**src/rtl/pipe_ctrl_pkg.sv**
```systemverilog
// Shared definitions for the pipeline sequencing controller:
// controller state encoding and default parameter values.
package pipe_ctrl_pkg;

    typedef enum logic [1:0] {
        RUN      = 2'd0,
        MEM_WAIT = 2'd1,
        ERR      = 2'd2
    } pipe_state_e;

    localparam int DEF_MEM_TIMEOUT = 16;
    localparam int DEF_CNT_W       = 16;

endpackage

```
**src/rtl/pipeline_hazard_ctrl_sat_counter.sv**
```systemverilog
// Saturating up-counter with an asynchronous active-low clear.
// The count sticks at all-ones and never wraps.
module sat_counter #(
    parameter int W = 16
) (
    input  logic         clk,
    input  logic         rst_n,
    input  logic         inc,
    output logic [W-1:0] count
);

    logic [W-1:0] count_reg;

    always_ff @(posedge clk or negedge rst_n) begin
        if (!rst_n) begin
            count_reg <= '0;
        end else if (inc && (count_reg != '1)) begin
            count_reg <= count_reg + 1'b1;
        end
    end

    assign count = count_reg;

endmodule

```
**src/rtl/pipeline_hazard_ctrl.sv**
```systemverilog
// Pipeline sequencing controller: same-cycle advance/stall/flush/freeze
// decision, memory-wait timeout tracking and saturating perf counters.
module pipeline_hazard_ctrl
    import pipe_ctrl_pkg::*;
#(
    parameter int MEM_TIMEOUT = DEF_MEM_TIMEOUT,
    parameter int CNT_W       = DEF_CNT_W
) (
    input  logic             clk,
    input  logic             rst_n,
    input  logic [4:0]       ifid_rs,
    input  logic [4:0]       ifid_rt,
    input  logic             ifid_uses_rt,
    input  logic             idex_mem_read,
    input  logic [4:0]       idex_rt,
    input  logic             exmem_branch,
    input  logic             exmem_zero,
    input  logic             exmem_mem_read,
    input  logic             exmem_mem_write,
    input  logic             dmem_ready,
    output logic             pc_write,
    output logic             pc_src,
    output logic             ifid_write,
    output logic             ifid_flush,
    output logic             idex_flush,
    output logic             exmem_flush,
    output logic             pipe_en,
    output logic [CNT_W-1:0] stall_cnt,
    output logic [CNT_W-1:0] flush_cnt,
    output logic             mem_timeout_err
);

    localparam int WAIT_W = $clog2(MEM_TIMEOUT + 1);

    pipe_state_e       state_reg, state_next;
    logic [WAIT_W-1:0] wait_reg, wait_next, wait_inc;
    logic              err_reg;

    logic load_use, br_taken, mem_busy, decide;
    logic pc_write_c, pc_src_c, ifid_write_c, ifid_flush_c;
    logic idex_flush_c, exmem_flush_c, pipe_en_c;

    assign load_use = idex_mem_read && (idex_rt != 5'd0) &&
                      ((idex_rt == ifid_rs) || (ifid_uses_rt && (idex_rt == ifid_rt)));
    assign br_taken = exmem_branch && exmem_zero;
    assign mem_busy = (exmem_mem_read || exmem_mem_write) && !dmem_ready;
    assign wait_inc = wait_reg + 1'b1;

    always_comb begin
        state_next    = state_reg;
        wait_next     = wait_reg;
        decide        = 1'b0;
        pc_write_c    = 1'b0;
        pc_src_c      = 1'b0;
        ifid_write_c  = 1'b0;
        ifid_flush_c  = 1'b0;
        idex_flush_c  = 1'b0;
        exmem_flush_c = 1'b0;
        pipe_en_c     = 1'b0;

        unique case (state_reg)
            RUN: begin
                if (mem_busy) begin
                    state_next = MEM_WAIT;
                    wait_next  = WAIT_W'(1);
                end else begin
                    decide = 1'b1;
                end
            end
            MEM_WAIT: begin
                if (!dmem_ready) begin
                    // Timeout bounds the total number of freeze cycles.
                    if (wait_inc >= WAIT_W'(MEM_TIMEOUT)) begin
                        state_next = ERR;
                    end else begin
                        wait_next = wait_inc;
                    end
                end else begin
                    decide     = 1'b1;
                    state_next = RUN;
                    wait_next  = '0;
                end
            end
            ERR: begin
                state_next = ERR;
            end
            default: begin
                state_next = RUN;
                wait_next  = '0;
            end
        endcase

        if (decide) begin
            if (br_taken) begin
                pc_src_c      = 1'b1;
                pc_write_c    = 1'b1;
                ifid_write_c  = 1'b1;
                pipe_en_c     = 1'b1;
                ifid_flush_c  = 1'b1;
                idex_flush_c  = 1'b1;
                exmem_flush_c = 1'b1;
            end else if (load_use) begin
                // Load moves on to EX/MEM, so a single bubble clears the hazard.
                idex_flush_c = 1'b1;
                pipe_en_c    = 1'b1;
            end else begin
                pc_write_c   = 1'b1;
                ifid_write_c = 1'b1;
                pipe_en_c    = 1'b1;
            end
        end
    end

    always_ff @(posedge clk or negedge rst_n) begin
        if (!rst_n) begin
            state_reg <= RUN;
            wait_reg  <= '0;
            err_reg   <= 1'b0;
        end else begin
            state_reg <= state_next;
            wait_reg  <= wait_next;
            err_reg   <= err_reg || (state_next == ERR);
        end
    end

    // Strobes are forced low for the whole reset, independent of clk.
    assign pc_write        = pc_write_c    && rst_n;
    assign pc_src          = pc_src_c      && rst_n;
    assign ifid_write      = ifid_write_c  && rst_n;
    assign ifid_flush      = ifid_flush_c  && rst_n;
    assign idex_flush      = idex_flush_c  && rst_n;
    assign exmem_flush     = exmem_flush_c && rst_n;
    assign pipe_en         = pipe_en_c     && rst_n;
    assign mem_timeout_err = err_reg;

    sat_counter #(.W(CNT_W)) u_stall_cnt (
        .clk   (clk),
        .rst_n (rst_n),
        .inc   (!pc_write_c),
        .count (stall_cnt)
    );

    sat_counter #(.W(CNT_W)) u_flush_cnt (
        .clk   (clk),
        .rst_n (rst_n),
        .inc   (pc_src_c),
        .count (flush_cnt)
    );

endmodule

```
**config.mk**
```make
export PLATFORM = sky130hd
export DESIGN_NAME = pipeline_hazard_ctrl
export DESIGN_NICKNAME = d
export VERILOG_FILES = /design/src/rtl/pipe_ctrl_pkg.sv /design/src/rtl/pipeline_hazard_ctrl_sat_counter.sv /design/src/rtl/pipeline_hazard_ctrl.sv
export SDC_FILE = /design/constraint.sdc
export NUM_CORES = 1
export LEC_CHECK = 0
export BUFFER_PORTS_ARGS = -buffer_cell sky130_fd_sc_hd__buf_4
export CAP_MARGIN = 20
export CELL_PAD_IN_SITES_DETAIL_PLACEMENT = 1
export CELL_PAD_IN_SITES_GLOBAL_PLACEMENT = 2
export CORE_ASPECT_RATIO = 1.25
export CORE_MARGIN = 1
export CORE_UTILIZATION = 28
export DETAILED_ROUTE_END_ITERATION = 16
export GPL_TIMING_DRIVEN = 0
export PLACE_DENSITY = 0.75
export SLEW_MARGIN = 10
export SYNTH_ARGS = -nofsm -noshare
export SYNTH_HDL_FRONTEND = slang
export SYNTH_SLANG_ARGS = --single-unit
```
**constraint.sdc**
```tcl
create_clock -name clk -period 4 [get_ports clk]
set_clock_uncertainty 0.2 [all_clocks]
set_input_delay 0.4 -clock clk [delete_from_list [all_inputs] [get_ports clk]]
set_output_delay 0.4 -clock clk [all_outputs]
set_load 0.01 [all_outputs]
```
==> impl_summary.md, run 1 <==
Power and ir drop
The total power density per cell area is 419 nW/um2. The leakage component of the power is 1.36 nW. The total power of the final layout is 0.00117 W. The worst-case IR drop observed on VDD is 0.000165 V.

Floorplan
The die is 79.6 um wide. 64 I/O pins were placed. The region available for standard cell placement spans 7310 um2. In this run the vertical extent of the chip is 99.0 um. Row generation in the floorplan step produced 35 rows. The die covers 7890 um2. Once the floorplan was initialized, standard cells occupied 28.8% of the core.

STA
The count of pins over their slew limit is 0. The smallest hold slack is 104 ps. The post-route minimum period is 2690 ps. Setup repair after global routing left no endpoint under its margin.

The total count of hold-check failures in the final report is 0. The count of endpoints failing setup in the final report is 0. The post-route worst setup slack is 1310 ps. The worst pin sits at a relative slew slack of 64.0%. The transition at the pin with the smallest max-transition slack is 541 ps. The final worst-path cycle share is 67.3%. The setup total negative slack is 0 ps. Static timing analysis puts the maximum clock frequency at 371 MHz.

Logic synthesis
Summing every instance area after synthesis gives 2110 um2. By area the synthesized netlist is led by dfrtp_1 (47%), xor2_1 (11%), xnor2_1 (5.4%). Synthesis produced a netlist whose cell count is 205. The area share of the largest cell type after synthesis is 47.4%. Yosys mapped the design onto 36 distinct sky130hd cell types. The sequential-to-total area share from yosys stat is 47.4%. The average instance in the mapped netlist occupies 10.3 um2.

Counting every net in the synthesized netlist gives 232. During synthesis, Yosys emitted a total of 0 warnings. The biggest area contributor in the post-synthesis netlist is dfrtp_1.

Counting flops and latches in the post-synthesis netlist gives 40.

Run
The tool flagged a number of max-cap violations equal to 0.

Setup path
The signal on the critical path passes through dlygate4sd3_1 > buf_4 > nand2_1 > nor2_1 > buf_4 > buf_4. STA classifies the critical path endpoint as an output pin. The worst register-to-register path begins at u_stall_cnt.count[0].

The endpoint of the most critical register-to-register path is u_stall_cnt.count[8]. The worst setup path is launched from a primary input. The slowest stage of the critical path belongs to the cell dlygate4sd3_1.

Of all nets on the critical path, the largest fanout is 41. In this run the register-to-register setup slack is 1580 ps. Counting cells, the worst reg-to-reg path comes to 8. The cell occurring most often along the worst timing path is buf_4.

Data arrives at the worst endpoint at 2090 ps. The worst setup path is of the primary input to output pin kind. The largest single stage delay on the critical path is 530 ps. The required time reported for the critical path endpoint is 3400 ps.

Worst hold path
The worst hold path belongs to the class primary input to flop. The startpoint of the tightest hold check path is dmem_ready. The hold path depth is 2. The worst hold path terminates at state_reg[0].

Route
Detailed routing placed a total of 2.45 mm of wire on met2. Before antenna repair, the detailed router went through 11 iterations. After detailed routing, the average wire length per cell comes to 13.6 um.

After the first detailed-routing iteration, the DRC count stood at 35. After detailed routing, the total wire length is 5.02 mm. Summed over all nets, wire length on met3 after detailed routing comes to 306 um. The detailed router put a total of 2.17 mm of wire on met1. The total vias in the final route is 1737. The highest routing layer actually used is met4. In this run the remaining antenna-violating nets after routing total 0. In the routed design, unresolved DRC markers number 1. The average via count per standard cell is 4.72.

Placed design
The HPWL reported at the end of detailed placement is 3.81 mm. OpenSTA, run right after detailed placement, puts the worst setup slack at 1440 ps. Input and output buffers added on the ports amount to 63. The final weighted congestion in routability-driven placement is 0.679.

GRT
The wire length of the first global-routing pass is 8.58 mm. The total congestion overflow after global routing is 0. The total track usage is 13.8%. The number of antenna violations at the first check in global routing is 0. The number of global-route vias before repair was 1821.

The largest net degree at the start of global routing is 42.

Cells and area
The end-of-flow core utilization is 38.1%. The library cell used most frequently in the layout, excluding fill and tap cells, is buf_4. In the final layout, the multi-input gates occupy 1050 um2. Of the cells placed in the final design, the portion with a size suffix greater than 1 is 31.9%. Across the whole layout, storage elements account for 1000 um2. The final antenna diode count is 0.

The fill cell instance count of the final layout is 865. In the layout the commonest cells are buf_4 (67), dfrtp_1 (40), xor2_1 (27). For this run, the post-layout net count is 303.

The area growth from synthesis to layout is 32.0%.

Clock tree
The post-CTS clock slew at the launch and capture registers of the worst setup and hold paths is 70 ps. The H-tree depth reported by CTS is 2. Clock tree synthesis inserted a total of 5 buffers. The clock reaches the later pin of the worst-skew pair after 290 ps.

The clock tree from TritonCTS is built. The clock net in this run drives a total of 40 sinks. In this run the clock root is driven by a clkbuf_8. Once the clock tree was built, the resizer swapped 0 gates to a different size. The number of buffers on the longest clock path is 2.

Outcome
The run finished, with violations left. The checks that failed: DRC.
-- layer usage --
| layer | vias to the layer above | track usage [%] |
|---|---|---|
| met3 | 6 | 3.52 |
| met2 | 49 | 23.7 |
| met5 | - | 0 |
| met1 | 835 | 16.4 |
| met4 | 0 | 5.03 |
| li1 | 847 | - |
-- worst max path at each step --
stage	depth (start not counted)	slack, ps	to	start
2_1_floorplan	6	1770	u_stall_cnt.count[1]	idex_rt[1]
3_3_place_gp	7	1450	u_stall_cnt.count[1]	idex_rt[1]
3_5_place_dp	7	1440	u_stall_cnt.count[1]	idex_rt[1]
4_1_cts	6	1260	ifid_flush	state_reg[0]
5_1_grt	6	1130	ifid_flush	rst_n
6_report	6	1310	ifid_flush	rst_n
-- cell type report --
class	count	share of cell area, %
timing repair buffer	64	17.3
inverter	8	1.08
clock inverter	1	0.180
buffer	4	1.08
tap	92	4.13
sequential	40	35.9
clock buffer	6	2.61
multi-input combinational	153	37.6
-- where the power goes --
part	leakage [nW]	switching (W)	internal, W	total [W]
registers	0.508	0.0000967	0.000479	0.000576
clock network	0.0410	0.000137	0.000119	0.000255
logic	0.814	0.000150	0.000187	0.000337
total	1.36	0.000383	0.000785	0.00117
-- worst max-delay path: cells and delay by family --
family / cells / cell delay, ps
simple gates: 2 / 430
buf+inv: 4 / 1220
-- through the flow --
stage	cell area [um2]	instances
floorplan	2110	205
global placement	2700	360
detailed placement	2700	360
CTS	2790	368
global route	2790	368
finish	2790	368
-- synthesized netlist by cell type --
master	number
and4_1	3
nor4_1	2
nor3_2	3
xor2_1	27
dfrtp_1	40
nand3_1	8
o41ai_1	1
a41o_1	2
or2_2	1
xnor2_1	13
inv_1	8
nor3_1	9
a211o_1	1
o31ai_1	1
nand2b_1	1
a311o_2	1
nor4_4	1
and2_1	2
or3_4	1
o211ai_1	1
nand4_1	6
and3_1	7
o21a_1	1
a211oi_2	1
nor2_1	17
or4_1	1
nor2b_1	1
o21ai_0	8
o21a_2	1
mux2_2	5
a32oi_1	1
and3_2	1
nand2_1	20
a21oi_1	2
ha_1	3
buf_4	4
-- logic make-up after synthesis --
logic type / after synthesis / share of synthesized area, %
AND/OR/NAND/NOR: 84 / 21.5
flip-flops: 40 / 47.4
XOR/XNOR: 40 / 16.6
multiplexers: 5 / 2.67
buffers and inverters: 12 / 2.85
AO/OA/AOI/OAI: 21 / 7.18
adder cells (fa/ha/maj): 3 / 1.78
-- what timing repair did --
action,in CTS,in global routing
hold buffers,1,0
endpoints found under the hold margin,40,0
buffers inserted,0,0
Power figures use the tool's default switching activity.
==> inputs of run 2 (changes only) <==
--- a/config.mk
+++ b/config.mk
@@ -14,7 +14,7 @@
 export CORE_UTILIZATION = 28
 export DETAILED_ROUTE_END_ITERATION = 16
 export GPL_TIMING_DRIVEN = 0
-export PLACE_DENSITY = 0.75
+export PLACE_DENSITY = 0.78
 export SLEW_MARGIN = 10
 export SYNTH_ARGS = -nofsm -noshare
 export SYNTH_HDL_FRONTEND = slang
==> constraint.sdc (replaced) <==
create_clock -name clk -period 2.3 [get_ports clk]
set_clock_uncertainty 0.2 [all_clocks]
set_input_delay 0.23 -clock clk [delete_from_list [all_inputs] [get_ports clk]]
set_output_delay 0.23 -clock clk [all_outputs]
set_load 0.01 [all_outputs]
==> run 2 against run 1 <==
Compared with the run above: the run still ends with DRC left; sequential power rose by 72%; design area increased by 5.3%; flip-flop and latch count unchanged; critical path type is now flop to flop.
==> impl_summary.md, run 2 (synthesized netlist as in run 1, its figures left out) <==
Floorplan
The die is 79.6 um wide. The I/O pin count is 64. The core area is 7310 um2. The die covers 7890 um2.

The initial cell density of the core is 28.8%. The die extent in y is 99.0 um. The site row count is 35.

STA
The worst slew slack as a fraction of its limit is 73.2%. The transition at the pin with the smallest max-transition slack is 402 ps. The count of pins over their slew limit came to 0.

Of the available clock period, the critical path in the final layout requires 97.8%. Static timing analysis puts the maximum clock frequency at 444 MHz. Setup violations remaining at the end of the flow were counted as 0. The smallest hold slack is 202 ps. The total count of hold-check failures in the final report is 0. Setup repair after global routing could not meet its margin everywhere. The post-route minimum period is 2250 ps.

Outcome
The flow ran to the end, but the final reports show violations. The checks that failed: DRC.

Placed design
The HPWL reported at the end of detailed placement is 3.84 mm. Routability-driven placement finished with a final weighted congestion of 0.740. In this run, placement finished with an instance count of 360. The number of port buffers is 63.

The post-placement cell area is 2700 um2.

Setup path
For this design, the slowest cell found on the critical path is or3_4. The startpoint type of the worst setup path is a flop. The nature of the critical path endpoint is a flop. The setup path with the least slack is of type flop to flop. Among cell families on the critical path, the largest total delay comes from compound AO/OA/AOI/OAI gates.

Walking the worst path, the cells encountered are or3_4 > a211o_4 > a211oi_4 > buf_4 > nand4_1 > xnor2_1. Together, buffers and inverters on the worst path number 1. The critical path data arrival time is 2230 ps. Of all nets on the critical path, the largest fanout is 5. The required time reported for the critical path endpoint is 2280 ps. The count of cell instances traversed by the critical path is 6. The path depth of the worst reg2reg path is 6. The highest cell delay on the worst timing path is 420 ps.

Cells and area
The repair_antennas step left the layout with diodes totalling 0. The net count reported at finish is 310. The final instance count without filler cells is 376. The post-synthesis to final-layout area growth is 39.0%.

The most common library cell in the layout ignoring fill and taps is buf_4. The end-of-flow core utilization is 40.1%. The share of final-layout standard cells stronger than drive strength 1 is 38.0%. The post-route standard cell area excluding fillers is 2930 um2. The top cell types in the final layout, fill and taps aside, are buf_4 (71), dfrtp_1 (38), xor2_1 (27). Fill cells in the final layout number 854.

GRT
For this run the aggregate overflow at the end of global routing stands at 0. The number of global-route vias before repair was 1789. In the global route stage, overall resource usage came out at 13.8%. The number of antenna violations at the first check in global routing was 0.

The wire length of the first global-routing pass is 8.51 mm. The largest net degree at the start of global routing is 42.

Worst hold path
In this run the worst hold path is classified as primary input to asynchronous set/reset pin.

Clock tree
The cell sitting at the root of the clock tree is a clkbuf_8. The number of clock sinks is 40. The total clock buffers created by CTS is 5. The number of buffers on the longest clock path is 2.

The clock reaches the later pin of the worst-skew pair after 290 ps. The post-CTS clock slew at the launch and capture registers of the worst setup and hold paths is 80 ps. CTS built an H-tree with a depth of 2. TritonCTS built the clock tree.

Power and ir drop
The design draws 0.00213 W. Power spread over the standard cell area amounts to 726 nW/um2. The leakage component of the power is 1.41 nW. IR analysis of the VDD net gives a maximum drop of 0.000312 V.

Route
The average via count per standard cell is 4.77. The detail route stage leaves a number of antenna-violating nets equal to 0. The total vias in the final route is 1793.

The remaining design rule violation count is 1. Wires add up to 5.14 mm. The first routing iteration left 26 violations. After detailed routing, the average wire length per cell comes to 13.7 um. Before antenna repair, the detailed router went through 12 iterations.

Run
The tool flagged a number of max-cap violations equal to 0.
-- run 2: cell types whose count changed in the layout (fill, tap and decap cells not counted), sizes merged --
cell | previous run | this run
buf | 67 | 73
clkbuf | 6 | 8
clkinv | 1 | 0
dlygate4sd3 | 1 | 2
-- run 2: layout make-up --
class	instances	area, um2	area share [%]
Tap cell	92	115	3.92
Sequential cell	40	1000	34.2
Clock buffer	8	90.1	3.07
Buffer	4	33.8	1.15
Inverter	8	30.0	1.02
Multi-Input combinational cell	153	1120	38.1
Timing Repair Buffer	71	542	18.5
-- run 2: timing repair --
item                       in CTS  in global routing
hold buffers                    2                  0
setup endpoints to repair      19                 24
pin swaps                       1                  6
hold endpoints to repair       41                  0
gates resized for setup        12                  7
setup buffers                   2                  4
-- run 2: worst paths after layout --
path	startpoint	end	slack, ps
min	rst_n	u_stall_cnt.count[6]	200
max	state_reg[0]	u_flush_cnt.count[5]	50
max in group asynchronous	rst_n	state_reg[0]	1380
min reg2reg	mem_timeout_err	mem_timeout_err	290
max reg2reg	state_reg[0]	u_flush_cnt.count[5]	50
min in group clk	exmem_mem_read	state_reg[0]	200
-- run 2: per-stage QoR --
stage	worst slack (ps)	setup TNS (ps)
after CTS	15.0	0
after detailed placement	-91.5	-511
after global routing	-43.9	-106
after floorplan	76.2	0
final	50.0	0
after global placement	-60.3	-260
-- run 2: routing by layer --
| metal | part of all wire [%] | track usage, % | vias to the layer above |
|---|---|---|---|
| li1 | - | - | 860 |
| met1 | 43 | 16.1 | 879 |
| met2 | 49 | 23.5 | 51 |
| met3 | 7.4 | 3.70 | 3 |
| met4 | 0.74 | 5.87 | 0 |
| met5 | 0 | 0 | - |
-- run 2: power by group --
group          total, W  internal (W)  leakage, nW  switching, W
clock network  0.000488      0.000245       0.0455      0.000243
registers      0.000993      0.000834        0.505      0.000159
logic          0.000649      0.000362        0.854      0.000286
==> inputs of run 3 (changes only) <==
--- a/config.mk
+++ b/config.mk
@@ -5,13 +5,14 @@
 export SDC_FILE = /design/constraint.sdc
 export NUM_CORES = 1
 export LEC_CHECK = 0
+export ABC_AREA = 1
 export BUFFER_PORTS_ARGS = -buffer_cell sky130_fd_sc_hd__buf_4
 export CAP_MARGIN = 20
 export CELL_PAD_IN_SITES_DETAIL_PLACEMENT = 1
 export CELL_PAD_IN_SITES_GLOBAL_PLACEMENT = 2
 export CORE_ASPECT_RATIO = 1.25
 export CORE_MARGIN = 1
-export CORE_UTILIZATION = 28
+export CORE_UTILIZATION = 26
 export DETAILED_ROUTE_END_ITERATION = 16
 export GPL_TIMING_DRIVEN = 0
 export PLACE_DENSITY = 0.78
==> run 3 against run 2 <==
Compared with the run above: the run now ends clean; synthesized cell count is 76% higher; flip-flop and latch count stayed put; maximum frequency up 4.3%; design area is 16% higher; die area is 30% higher; worst setup slack improved by 92 ps; final cell count rose by 49%; non-clock buffer count increased by 1; critical path type is now flop to output pin; largest power group unchanged.
==> impl_summary.md, run 3 <==
Clock tree
TritonCTS built the clock tree. The H-tree depth reported by CTS is 2. The total clock buffers created by CTS is 5. The root cell of the clock tree is clkbuf_16. At the later pin of the worst-skew pair, clock insertion delay measures 290 ps. The number of buffers on the longest clock path is 2.

The number of clock sinks is 40. After clock tree synthesis, the clock-pin slew on the worst setup and hold paths is 60 ps.

Cells and area
The fill cell instance count of the final layout is 1190. The final antenna diode count is 0. In the layout the commonest cells are nand2_1 (127), buf_4 (70), inv_1 (43). The net count reported at finish is 461. From synthesis to final layout, the design area changed by 33.5%. Of the cells placed in the final design, the portion with a size suffix greater than 1 is 21.8%.

The most common library cell in the layout ignoring fill and taps is nand2_1.

Logic synthesis
The count of distinct cell types in the synthesized netlist is 28. The number of synthesized register bits is 40. The number of enable-type register cells in the synthesized netlist is 0. The sequential-to-total area share from yosys stat is 39.2%.

In the synthesized netlist, the number of instances is 360. The commonest cells after synthesis are nand2_1 (128), inv_1 (43), dfrtp_1 (40). After synthesis, the cell types taking the most area are dfrtp_1 (39%), nand2_1 (19%), nand3_1 (6.7%). Yosys instantiated no cell more often than nand2_1. The area of the mapped netlist is 2550 um2. Summed over all instances, the cell type with the most area after synthesis is dfrtp_1. The synthesized net count is 387. After synthesis, the share of flip-flops with an asynchronous set or reset is 100%. For this run, the leading register cell type out of synthesis is dfrtp_1. The area share of the largest cell type after synthesis is 39.2%. The average footprint of a synthesized cell is 7.09 um2.

The Yosys step of the flow raised 0 warnings.

Route
The remaining design rule violation count is 0. The length of routed met3 wiring is 303 um. The average via count per standard cell is 4.51. The met1 routed wirelength after detailed routing is 3.12 mm.

The first TritonRoute pass finished after 4 iterations. The initial detailed-routing violation count is 83. Dividing the detail-routed wire length by the instance count gives 12.9 um. After detailed routing, no signal wire sits above met4. Summed over all layers, the routed wires come to 7.23 mm. In the detailed route, the total length drawn on met2 is 3.70 mm. Once detail routing completed, the nets flagged for antenna violations numbered 0. The total vias in the final route is 2530.

STA
The post-route minimum period is 2160 ps. The post-route worst setup slack is 142 ps. The transition at the pin with the smallest max-transition slack is 453 ps. The setup total negative slack is 0 ps. The final critical path takes up 93.8% of the cycle. Setup violations remaining at the end of the flow were counted as 0.

The total count of hold-check failures in the final report is 0. Based on the critical path, the design can be clocked at up to 463 MHz. Setup repair after global routing left no endpoint under its margin.

The worst slew slack as a fraction of its limit is 69.8%. The count of pins over their slew limit is 0.

GRT
The number of global-route vias before repair is 2632. The total congestion overflow after global routing is 0. The number of antenna violations at the first check in global routing is 0.

The first global-routing pass estimated 12.7 mm of wire. Global routing used 15.5% of the available tracks across all layers. Entering global routing, the biggest net connects 41 pins.

Setup path
The origin of the critical flop-to-flop path is u_flush_cnt.count[0]. The highest cell delay on the worst timing path is 390 ps. Walking the worst path, the cells encountered are inv_1 > nand2_2 > o21ai_4 > nand2_1 > buf_4 > nor2_4 > buf_4 > buf_4. Broken down by cell family, the worst path's largest delay share belongs to buffers and inverters.

The startpoint type of the worst setup path is a flop. The setup check on the worst reg-to-reg path leaves a slack of 270 ps. For this design, the slowest cell found on the critical path is dfrtp_1. The critical path is of the flop to output pin type. Along the worst path, the maximum fanout reaches 10.

For the worst flop-to-flop path, the logic depth is 10. The nature of the critical path endpoint is an output pin. For the worst setup path, the data arrival time is 1730 ps.

The cell occurring most often along the worst timing path is buf_4. The endpoint of the most critical register-to-register path is u_flush_cnt.count[4]. The number of buffer and inverter stages on the critical path is 4. The required time reported for the critical path endpoint is 1870 ps.

Placed design
The worst setup slack before clock tree synthesis is 140 ps. Routability-driven placement finished with a final weighted congestion of 0.753. The number of port buffers is 63. The HPWL reported at the end of detailed placement is 5.56 mm.

Power and ir drop
The worst vdd rail ir drop is 0.000231 V. For this design the ratio of total power to cell area is 698 nW/um2. For this design the static power due to leakage is 1.75 nW. The total power of the final layout is 0.00238 W.

Floorplan
For this design the top-level I/O count stands at 64. The initial cell density of the core is 26.7%. Measured along the y axis, the die boundary spans 113 um. The site row count is 40. From left edge to right edge, the die measures 90.6 um. The core area is 9560 um2. The die covers 10200 um2.

Worst hold path
The startpoint of the tightest hold check path is dmem_ready. The hold path depth is 4. The worst hold path terminates at wait_reg[0]. The path class of the tightest hold or removal check is primary input to flop.

Outcome
The flow ran to the end, and the final reports show no timing, DRC or antenna violations.

Run
The max capacitance violation total is 0.
==> run 3: cell types whose count changed after synthesis, moves of 3 or more <==
cell and change:
and3_1 -7, nand2_1 +108, nor2_1 +17, o21ai_2 +4
inv_1 +35, xor2_1 -15, o21ai_0 +5, nand3_1 +26
and4_1 -3, mux2_2 -5
==> run 3: final cells by class <==
| class | instances | area [um2] | share of cell area (%) |
|---|---|---|---|
| Tap cell | 126 | 158 | 4.63 |
| Multi-Input combinational cell | 267 | 1340 | 39.4 |
| Sequential cell | 40 | 1000 | 29.4 |
| Inverter | 44 | 168 | 4.92 |
| Timing Repair Buffer | 67 | 528 | 15.5 |
| Buffer | 9 | 65.1 | 1.91 |
| Clock buffer | 8 | 146 | 4.30 |
==> run 3: logic make-up after synthesis <==
group / after synthesis / synth area share, %
AOI/OAI and AO/OA: 22 / 5.15
xor gates and xnor gates: 25 / 8.58
DFF: 40 / 39.2
adders and majority gates: 3 / 1.47
buffers and inverters: 53 / 9.02
and+or+nand+nor: 217 / 36.6
==> run 3: metal layers <==
layer / vias to the layer above / global-route usage, %
met5: - / 0
met4: 0 / 5.59
met3: 5 / 3.56
met2: 50 / 27.1
met1: 1204 / 18.5
li1: 1271 / -
==> run 3: metrics by stage <==
stage	hold slack, ps	cells	area (um2)	utilization [%]
finish	88.6	561	3410	35.6
global route	114	561	3410	35.6
CTS	91.6	560	3390	35.4
detailed placement	59.0	549	3180	33.3
global placement	64.7	549	3180	33.3
floorplan	-266	360	2550	-
==> run 3: where the power goes <==
part           internal, W  switching, W
Sequential        0.000812      0.000140
Combinational     0.000338      0.000373
Clock             0.000433      0.000281
==> run 3: how the worst max path moves through the flow <==
| stage | cells past startpoint | slack (ps) | from | endpoint |
|---|---|---|---|---|
| 2_1_floorplan | 10 | 460 | u_flush_cnt.count[0] | u_flush_cnt.count[4] |
| 5_1_grt | 8 | 20 | state_reg[0] | pc_write |
| 4_1_cts | 8 | 2 | state_reg[1] | pc_write |
| 3_5_place_dp | 9 | 140 | exmem_mem_write | pc_write |
| 6_report | 8 | 140 | state_reg[1] | pc_write |
| 3_3_place_gp | 9 | 180 | exmem_mem_write | pc_write |
==> run 3: repair_timing <==
action,4_1_cts,5_1_grt
hold endpoints to repair,41,0
resized for setup,2,5
hold buffers,3,0
pin swaps,0,1
cloned,0,0
setup buffers,0,1
setup endpoints to repair,2,2
==> run 3: worst reg2reg max path, stage by stage, from the launching register on <==
cell and delay (ps):
dfrtp_1 410, ha_1 230, nand3_2 110, nor2_2 170
and2_2 200, nand3_2 100, nand3_4 150, inv_4 80
buf_6 150, nand3b_1 80, nand2_1 50
